## config.mk

```make
export PLATFORM = sky130hd
export DESIGN_NAME = memif_apb_master_flat
export DESIGN_NICKNAME = d
export VERILOG_FILES = /design/src/rtl/memif_apb_master_if.sv /design/src/rtl/memif_apb_master.sv /design/src/flat_wrapper.sv
export SDC_FILE = /design/constraint.sdc
export NUM_CORES = 1
export LEC_CHECK = 0
export CORE_UTILIZATION = 36
export CTS_CLUSTER_SIZE = 14
export DETAILED_ROUTE_END_ITERATION = 6
export HOLD_SLACK_MARGIN = 0.08
export PLACE_DENSITY = 0.76
export RECOVER_POWER = 100
export SKIP_LAST_GASP = 1
export SLEW_MARGIN = 20
export SYNTH_ARGS = -nofsm -noshare
export SYNTH_HDL_FRONTEND = slang
export SYNTH_SLANG_ARGS = --single-unit
```

## constraint.sdc

```tcl
create_clock -name clk_i -period 1.4 [get_ports clk_i]
set_input_delay 0.35 -clock clk_i [delete_from_list [all_inputs] [get_ports clk_i]]
set_output_delay 0.35 -clock clk_i [all_outputs]
set_load 0.01 [all_outputs]
```

## src/rtl/memif_apb_master_if.sv

```systemverilog
// rtl/memif_apb_master_if.sv - memory-request and APB signal bundle for memif_apb_master
//
// Purpose: carries the memory-side request/completion handshake and the APB
// master bus as one bundle.
// Ports (signals):
//   mreq_i, maddr_i, mwe_i, mwdata_i, mstrb_i   memory request (into the master)
//   mack_o, mrdata_o, mresp_o, busy_o           memory completion/status (out of the master)
//   psel_o, penable_o, paddr_o, pwrite_o,
//   pwdata_o, pstrb_o                           APB request (out of the master)
//   pready_i, prdata_i, pslverr_i               APB response (into the master)
// Modports: master (the bridge), slave (the request source and APB completer side).

interface memif_apb_master_if #(
    parameter int ADDR_WIDTH = 32,
    parameter int DATA_WIDTH = 32
);
    localparam int STRB_WIDTH = DATA_WIDTH / 8;

    logic                  mreq_i;
    logic [ADDR_WIDTH-1:0] maddr_i;
    logic                  mwe_i;
    logic [DATA_WIDTH-1:0] mwdata_i;
    logic [STRB_WIDTH-1:0] mstrb_i;
    logic                  mack_o;
    logic [DATA_WIDTH-1:0] mrdata_o;
    logic                  mresp_o;
    logic                  busy_o;

    logic                  psel_o;
    logic                  penable_o;
    logic [ADDR_WIDTH-1:0] paddr_o;
    logic                  pwrite_o;
    logic [DATA_WIDTH-1:0] pwdata_o;
    logic [STRB_WIDTH-1:0] pstrb_o;
    logic                  pready_i;
    logic [DATA_WIDTH-1:0] prdata_i;
    logic                  pslverr_i;

    modport master (
        input  mreq_i, maddr_i, mwe_i, mwdata_i, mstrb_i,
        input  pready_i, prdata_i, pslverr_i,
        output mack_o, mrdata_o, mresp_o, busy_o,
        output psel_o, penable_o, paddr_o, pwrite_o, pwdata_o, pstrb_o
    );

    modport slave (
        output mreq_i, maddr_i, mwe_i, mwdata_i, mstrb_i,
        output pready_i, prdata_i, pslverr_i,
        input  mack_o, mrdata_o, mresp_o, busy_o,
        input  psel_o, penable_o, paddr_o, pwrite_o, pwdata_o, pstrb_o
    );
endinterface

```

## src/rtl/memif_apb_master.sv

```systemverilog
// rtl/memif_apb_master.sv - bridges single-cycle memory requests onto an APB master bus
//
// Purpose: accepts a one-cycle memory request, runs it as one APB transfer
// (IDLE -> SETUP -> ACCESS -> IDLE) and reports completion with a one-cycle
// mack_o pulse carrying read data and the error flag.
// Ports:
//   clk_i     single clock, rising edge
//   arst_ni   asynchronous active-low reset
//   bus       memif_apb_master_if.master: memory request/completion and APB bus
// Parameters: ADDR_WIDTH, DATA_WIDTH, TIMEOUT_CYCLES (ACCESS-phase timeout limit).
// Optional feature: define APB_MASTER_TIMEOUT_EN to abort an ACCESS phase that
// sees pready_i low for TIMEOUT_CYCLES consecutive cycles (completes with mresp_o=1).

module memif_apb_master #(
    parameter int ADDR_WIDTH     = 32,
    parameter int DATA_WIDTH     = 32,
    parameter int TIMEOUT_CYCLES = 16
) (
    input  logic                clk_i,
    input  logic                arst_ni,
    memif_apb_master_if.master  bus
);
    localparam int STRB_WIDTH = DATA_WIDTH / 8;

    typedef enum logic [1:0] {
        ST_IDLE   = 2'd0,
        ST_SETUP  = 2'd1,
        ST_ACCESS = 2'd2
    } state_t;

    state_t state_q;
    state_t state_d;

    logic accept;     // request taken in IDLE this cycle
    logic complete;   // ACCESS finishes with pready_i this cycle
    logic timeout;    // ACCESS abandoned by the timeout this cycle
    logic expired;    // timeout limit reached in the current ACCESS cycle

    logic                  psel_q;
    logic                  penable_q;
    logic                  busy_q;
    logic                  mack_q;
    logic                  mresp_q;
    logic [DATA_WIDTH-1:0] mrdata_q;
    logic [ADDR_WIDTH-1:0] paddr_q;
    logic                  pwrite_q;
    logic [DATA_WIDTH-1:0] pwdata_q;
    logic [STRB_WIDTH-1:0] pstrb_q;

`ifdef APB_MASTER_TIMEOUT_EN
    localparam int CNT_W = (TIMEOUT_CYCLES > 1) ? $clog2(TIMEOUT_CYCLES) : 1;

    // Counts ACCESS cycles that ended with pready_i low. The limit is hit in
    // the cycle where TIMEOUT_CYCLES-1 earlier cycles have already stalled, so
    // a pready_i in that same cycle still wins over the timeout.
    logic [CNT_W-1:0] wait_cnt_q;

    always_ff @(posedge clk_i or negedge arst_ni) begin
        if (!arst_ni) begin
            wait_cnt_q <= '0;
        end else if (state_q == ST_SETUP) begin
            wait_cnt_q <= '0;
        end else if (state_q == ST_ACCESS && !bus.pready_i) begin
            wait_cnt_q <= wait_cnt_q + CNT_W'(1);
        end
    end

    assign expired = (wait_cnt_q == CNT_W'(TIMEOUT_CYCLES - 1));
`else
    // Without the timeout, ACCESS waits for pready_i for as long as it takes.
    assign expired = 1'b0;
`endif

    always_ff @(posedge clk_i or negedge arst_ni) begin
        if (!arst_ni) begin
            state_q <= ST_IDLE;
        end else begin
            state_q <= state_d;
        end
    end

    always_comb begin
        state_d  = state_q;
        accept   = 1'b0;
        complete = 1'b0;
        timeout  = 1'b0;
        case (state_q)
            ST_IDLE: begin
                // Requests arriving while busy never reach this branch, so
                // they are dropped without latching anything.
                if (bus.mreq_i) begin
                    accept  = 1'b1;
                    state_d = ST_SETUP;
                end
            end
            ST_SETUP: begin
                state_d = ST_ACCESS;
            end
            ST_ACCESS: begin
                if (bus.pready_i) begin
                    complete = 1'b1;
                    state_d  = ST_IDLE;
                end else if (expired) begin
                    timeout = 1'b1;
                    state_d = ST_IDLE;
                end
            end
            default: begin
                state_d = ST_IDLE;
            end
        endcase
    end

    // APB control and status are registered from the next state so that the
    // outputs line up with the state the FSM is actually in.
    always_ff @(posedge clk_i or negedge arst_ni) begin
        if (!arst_ni) begin
            psel_q    <= 1'b0;
            penable_q <= 1'b0;
            busy_q    <= 1'b0;
            mack_q    <= 1'b0;
        end else begin
            psel_q    <= (state_d != ST_IDLE);
            penable_q <= (state_d == ST_ACCESS);
            busy_q    <= (state_d != ST_IDLE);
            mack_q    <= complete | timeout;
        end
    end

    // Request fields are captured once at acceptance and held through the
    // whole transfer; response fields change only on a completion.
    always_ff @(posedge clk_i or negedge arst_ni) begin
        if (!arst_ni) begin
            paddr_q  <= '0;
            pwrite_q <= 1'b0;
            pwdata_q <= '0;
            pstrb_q  <= '0;
            mrdata_q <= '0;
            mresp_q  <= 1'b0;
        end else begin
            if (accept) begin
                paddr_q  <= bus.maddr_i;
                pwrite_q <= bus.mwe_i;
                pwdata_q <= bus.mwdata_i;
                pstrb_q  <= bus.mstrb_i;
            end
            if (complete) begin
                mresp_q <= bus.pslverr_i;
                if (!pwrite_q) begin
                    mrdata_q <= bus.prdata_i;
                end
            end else if (timeout) begin
                mresp_q <= 1'b1;
            end
        end
    end

    assign bus.psel_o    = psel_q;
    assign bus.penable_o = penable_q;
    assign bus.paddr_o   = paddr_q;
    assign bus.pwrite_o  = pwrite_q;
    assign bus.pwdata_o  = pwdata_q;
    assign bus.pstrb_o   = pstrb_q;
    assign bus.busy_o    = busy_q;
    assign bus.mack_o    = mack_q;
    assign bus.mrdata_o  = mrdata_q;
    assign bus.mresp_o   = mresp_q;

endmodule

```

## src/flat_wrapper.sv

```systemverilog
// flat-port wrapper written by rule: the top's interface ports become plain ports
module memif_apb_master_flat 
#(
    parameter int ADDR_WIDTH     = 32,
    parameter int DATA_WIDTH     = 32,
    parameter int TIMEOUT_CYCLES = 16
)
  (clk_i, arst_ni, bus_mreq_i, bus_maddr_i, bus_mwe_i, bus_mwdata_i, bus_mstrb_i, bus_pready_i, bus_prdata_i, bus_pslverr_i, bus_mack_o, bus_mrdata_o, bus_mresp_o, bus_busy_o, bus_psel_o, bus_penable_o, bus_paddr_o, bus_pwrite_o, bus_pwdata_o, bus_pstrb_o);
  memif_apb_master_if #(.ADDR_WIDTH(ADDR_WIDTH), .DATA_WIDTH(DATA_WIDTH)) bus_i ();
  input  logic clk_i;
  input  logic arst_ni;
  input wire logic [$bits(bus_i.mreq_i)-1:0] bus_mreq_i;
  input wire logic [$bits(bus_i.maddr_i)-1:0] bus_maddr_i;
  input wire logic [$bits(bus_i.mwe_i)-1:0] bus_mwe_i;
  input wire logic [$bits(bus_i.mwdata_i)-1:0] bus_mwdata_i;
  input wire logic [$bits(bus_i.mstrb_i)-1:0] bus_mstrb_i;
  input wire logic [$bits(bus_i.pready_i)-1:0] bus_pready_i;
  input wire logic [$bits(bus_i.prdata_i)-1:0] bus_prdata_i;
  input wire logic [$bits(bus_i.pslverr_i)-1:0] bus_pslverr_i;
  output wire logic [$bits(bus_i.mack_o)-1:0] bus_mack_o;
  output wire logic [$bits(bus_i.mrdata_o)-1:0] bus_mrdata_o;
  output wire logic [$bits(bus_i.mresp_o)-1:0] bus_mresp_o;
  output wire logic [$bits(bus_i.busy_o)-1:0] bus_busy_o;
  output wire logic [$bits(bus_i.psel_o)-1:0] bus_psel_o;
  output wire logic [$bits(bus_i.penable_o)-1:0] bus_penable_o;
  output wire logic [$bits(bus_i.paddr_o)-1:0] bus_paddr_o;
  output wire logic [$bits(bus_i.pwrite_o)-1:0] bus_pwrite_o;
  output wire logic [$bits(bus_i.pwdata_o)-1:0] bus_pwdata_o;
  output wire logic [$bits(bus_i.pstrb_o)-1:0] bus_pstrb_o;
  assign bus_i.mreq_i = bus_mreq_i;
  assign bus_i.maddr_i = bus_maddr_i;
  assign bus_i.mwe_i = bus_mwe_i;
  assign bus_i.mwdata_i = bus_mwdata_i;
  assign bus_i.mstrb_i = bus_mstrb_i;
  assign bus_i.pready_i = bus_pready_i;
  assign bus_i.prdata_i = bus_prdata_i;
  assign bus_i.pslverr_i = bus_pslverr_i;
  assign bus_mack_o = bus_i.mack_o;
  assign bus_mrdata_o = bus_i.mrdata_o;
  assign bus_mresp_o = bus_i.mresp_o;
  assign bus_busy_o = bus_i.busy_o;
  assign bus_psel_o = bus_i.psel_o;
  assign bus_penable_o = bus_i.penable_o;
  assign bus_paddr_o = bus_i.paddr_o;
  assign bus_pwrite_o = bus_i.pwrite_o;
  assign bus_pwdata_o = bus_i.pwdata_o;
  assign bus_pstrb_o = bus_i.pstrb_o;
  memif_apb_master #(.ADDR_WIDTH(ADDR_WIDTH), .DATA_WIDTH(DATA_WIDTH), .TIMEOUT_CYCLES(TIMEOUT_CYCLES)) u_core (.clk_i(clk_i), .arst_ni(arst_ni), .bus(bus_i));
endmodule
```

======== Word level (Yosys, flattened, before mapping) ========
Cells that the tools add are included.
operators by class
  shifts and indexed selects .............. 0
  $add $sub $neg .......................... 0
  multiply operators ...................... 0
  bitwise operators ....................... 1
  equality and inequality tests ........... 3
  reduce and logical (&&, ||, !) cells .... 3
  $lt $le $gt $ge ......................... 0
  div/mod/pow operators ................... 0
  mux-type cells .......................... 8
operator list
  kind                count
  $pmux 2 s3          1
  $mux 1              5
  $eq 2x2->1 const B  2
  $mux 2              2
  $eq 2x1->1 const B  1
  $logic_not 2->1     1
  $reduce_and 2->1    1
  $reduce_bool 2->1   1
  $not 1->1           1
storage, ports and cells
  register bits after elaboration ......... 107
  memories kept ........................... 0
  bits in latches ......................... 0
  output and inout port bits .............. 106
  memory bits (writable) .................. 0
  bits in read-only memories .............. 0

======== Longest topological paths before layout ========
  word-level depth ........................ 3
  mapped depth ............................ 4

======== Worst setup path after synthesis ========
OpenSTA, ideal clock, no wires.
  path type ............................... flip-flop to flip-flop
  start ................................... register u_core.state_q[0]
  end ..................................... register u_core.pstrb_q[3], in the netlist u_core.bus.pstrb_o[3]
  cell stages (with the launch flop) ...... 4
  data arrival time ....................... 1.344 ns
  required time ........................... 1.275 ns
  path buffers ............................ 1
  slack ................................... -0.069 ns
  cells stage by stage .................... dfrtp_1 > nor3b_4 > buf_6 > mux2_4
on the way
  cells in the longest elaborated chain, start to end .. 2
RTL lines
  element                 RTL line                 text
  from (decl)             memif_apb_master.sv:31   state_t state_q;
  from (signal assigned)  memif_apb_master.sv:78   state_q <= state_d;
  $logic_not 2->1         memif_apb_master.sv:87   case (state_q)
  $mux 1                  memif_apb_master.sv:87
  to (signal assigned)    memif_apb_master.sv:145  pstrb_q <= bus.mstrb_i;
  to (decl)               memif_apb_master.sv:48   logic [STRB_WIDTH-1:0] pstrb_q;
Every way passes these cells.
A chain may end at the register's enable or synchronous reset.

======== Worst setup path after layout ========
  start ................................... register u_core.pwrite_q, in the netlist u_core.bus.pwrite_o
  end ..................................... register u_core.mrdata_q[11], in the netlist u_core.bus.mrdata_o[11]
on the way
  cells in the longest elaborated chain, start to end .. 2
RTL lines
  element                            RTL line                 text
  from (decl)                        memif_apb_master.sv:46   logic pwrite_q;
  from (signal assigned)             memif_apb_master.sv:143  pwrite_q <= bus.mwe_i;
  $not 1->1 (no source line)         n/a
  $reduce_and 2->1 (no source line)  n/a
  to (signal assigned)               memif_apb_master.sv:150  mrdata_q <= bus.prdata_i;
  to (decl)                          memif_apb_master.sv:44   logic [DATA_WIDTH-1:0] mrdata_q;
Every way passes these cells.

==> out/summary.txt <==
commonest cells after routing, fill and taps aside -> dfrtp_1 (106), clkdlybuf4s50_1 (103), mux2_4 (92), clkdlybuf4s15_1 (58), dlygate4sd2_1 (48)
CP max-delay cell -> dfrtp_1
clock sink total -> 107
Tmin final -> 1580 ps
met2 wire length -> 5864 um
final worst setup slack -> -180.1 ps
ANT cells -> 0
# fillers -> 869
HP Class -> primary input to flop
Reg area -> 2679 um^2
multi-input logic area -> 1582 um^2
hpwl dp -> 7512 um
nets -> 592
Peak Freq -> 0.6329 GHz
final core utilization -> 65.03%
Skew-Pair Late Insertion Delay -> 350 ps
Max-slew headroom -> 59.68%
CTS Buffer Depth -> 2
DRT Pass-1 Iters -> 4
fin. max-slew vios -> 0
period utilization -> 112.9%
outcome -> finished, violations left
CTS root buffer -> clkbuf_16
Die Footprint -> 12120 um^2
Worst Setup Path Type -> flop to flop
DR WL met3 -> 1045 um
Area Growth Syn to Fin -> 76.53%
Final Skew -> 7.095 ps
Total GRT Usage -> 18.82%
violated checks -> setup timing
Routed WL -> 11520 um
I/O Buffers -> 211
unrepaired setup endpoints after global routing -> true
core footprint -> 11420 um^2
initial antenna violation count -> 0
commonest non-fill, non-tap cell in the layout -> dfrtp_1
Lkg Pwr -> 3.401 nW
crit path cell chain -> buf_6, nor4bb_4, buf_6, clkbuf_16, mux2_4
# setup viols final -> 101
CTS Buf Count -> 9
vias -> 2938
Unique masters post-synth -> 16
placed cell count -> 587
Max Used Layer -> met4
FF+latch count, synth -> 107
Largest stage delay, worst path -> 390 ps
CP bufs+invs -> 3
residual DRC count -> 0
met1 wire length -> 4425 um
area of the mapped netlist -> 4207 um^2
die span in y -> 110.1 um
CP max FO -> 8
final instance area -> 7426 um^2
critical path endpoint category -> flop
vias per cell -> 4.634
sequential share of the synthesized area -> 63.65%
Top Family by Delay on Critical Path -> buffers and inverters
GRT Residual Overflow -> 0
routability cong. -> 0.6848
H-tree depth -> 3
crit-path most repeated cell -> buf_6
worst slew pin tran -> 604.9 ps
non-filler cells, final -> 634
TNS Setup -> -11330 ps
Worst VDD drop -> 1496 uV
post-route ant nets -> 0
vias in the first global route -> 3198
CTS tree -> yes
Starting Density -> 36.84%
Post-Syn Area per Cell -> 18.21 um^2
Avg WL per Cell -> 18.17 um
Hold Violations, Final -> 0
largest net degree at the start of global routing -> 51
Chip Width -> 110.1 um
Setup Slack @ Placement -> -575.0 ps
layout cells sized above 1 -> 33.60%
Critical Path RT -> 1630 ps
pwr dens -> 2150 nW/um^2
I/O pin count -> 212
drt initial violations -> 103
syn nets -> 337
FP Rows -> 39
Mapped Cells -> 231
startpoint types -> flop
Arr. time, crit path -> 1810 ps
flop-to-flop setup slack -> -180 ps
first-pass GRT wire length -> 16770 um
MaxCap Viol Count -> 0
Placed Area -> 6559 um^2
Synth Warn # -> 0
Worst-path clk slew -> 70 ps
-- timing repair --
| action | in CTS | in global routing |
|---|---|---|
| gates resized for setup | 156 | 85 |
| endpoints found under the setup margin | 205 | 156 |
| cloned | 9 | 3 |
| hold endpoints to repair | 20 | 0 |
| buffers inserted | 11 | 12 |
| pin swaps | 2 | 1 |
| hold buffers | 1 | 0 |
-- synthesized netlist by cell type (all sizes together) --
| library cell | number | area (um^2) |
|---|---|---|
| o21ai | 2 | 10.01 |
| buf | 12 | 153.9 |
| nor3b | 1 | 18.77 |
| or2b | 2 | 16.27 |
| nand3b | 1 | 7.510 |
| o22ai | 1 | 6.260 |
| mux2 | 102 | 1299 |
| nor4bb | 1 | 10.01 |
| inv | 1 | 3.750 |
| dfrtp | 107 | 2678 |
| nor2 | 1 | 3.750 |
-- power breakdown --
group	internal [W]	total [W]	switching [W]
Sequential	0.00466	0.00555	0.000888
Combinational	0.00523	0.00811	0.00288
Clock	0.00120	0.00230	0.00111
Total	0.0111	0.0160	0.00487
-- path summary, 6_finish.rpt --
check / from / endpoint / cells after the start
min in group asynchronous: arst_ni / u_core.bus.pwdata_o[6]$_DFFE_PN0P_ / 2
worst min-delay path: bus_mreq_i / u_core.bus.busy_o$_DFF_PN0_ / 3
worst min register to register: u_core.bus.paddr_o[5]$_DFFE_PN0P_ / u_core.bus.paddr_o[5]$_DFFE_PN0P_ / 1
worst max register to register: u_core.bus.pwrite_o$_DFFE_PN0P_ / u_core.bus.mrdata_o[11]$_DFFE_PN0P_ / 5
worst max-delay path: u_core.bus.pwrite_o$_DFFE_PN0P_ / u_core.bus.mrdata_o[11]$_DFFE_PN0P_ / 5
max in group asynchronous: arst_ni / u_core.state_q[0]$_DFF_PN0_ / 3
-- registers in the layout (all words and copies together), names as in the netlist --
| signal | count |
|---|---|
| u_core.bus.busy_o | 1 |
| u_core.bus.mresp_o | 1 |
| u_core.bus.pwrite_o | 1 |
| u_core.bus.mack_o | 1 |
| u_core.bus.pstrb_o | 4 |
| u_core.state_q | 2 |
| u_core.bus.paddr_o | 32 |
| u_core.bus.mrdata_o | 32 |
| u_core.bus.pwdata_o | 32 |
| u_core.bus.penable_o | 1 |
-- per-layer routing --
layer | up-vias | GRT usage, %
met1 | 1478 | 21.10
met5 | - | 0
met3 | 18 | 6.702
met4 | 0 | 6.203
met2 | 121 | 33.21
li1 | 1321 | -
-- layout make-up --
type | instances | area share [%]
repair buffers | 256 | 36.63
flip-flops and latches | 107 | 36.07
multi-input cells | 111 | 21.30
clock buffers | 11 | 3.134
well taps | 143 | 2.409
clock inverters | 5 | 0.4044
inverters | 1 | 0.05055
-- stage by stage --
| step | hold WS [ps] | power, W |
|---|---|---|
| 6_report | 490.2 | 0.01597 |
| 5_1_grt | 513.1 | 0.01686 |
| 4_1_cts | 454.3 | 0.01550 |
| 3_5_place_dp | 268.2 | 0.01304 |
| 3_3_place_gp | 261.8 | 0.01278 |
| 2_1_floorplan | 54.41 | 0.008884 |
-- logic make-up after synthesis --
family | after synthesis | synth area share [%]
simple gates | 6 | 1.339
mux | 102 | 30.87
compound gates | 3 | 0.3868
flops | 107 | 63.65
buf+inv | 13 | 3.748
-- worst register-to-register path, stage by stage, from the launching register on --
cell       delay, ps
dfrtp_1          390
buf_6            130
nor4bb_4         260
buf_6            190
clkbuf_16        190
mux2_4           310
Power figures use the tool's default switching activity.
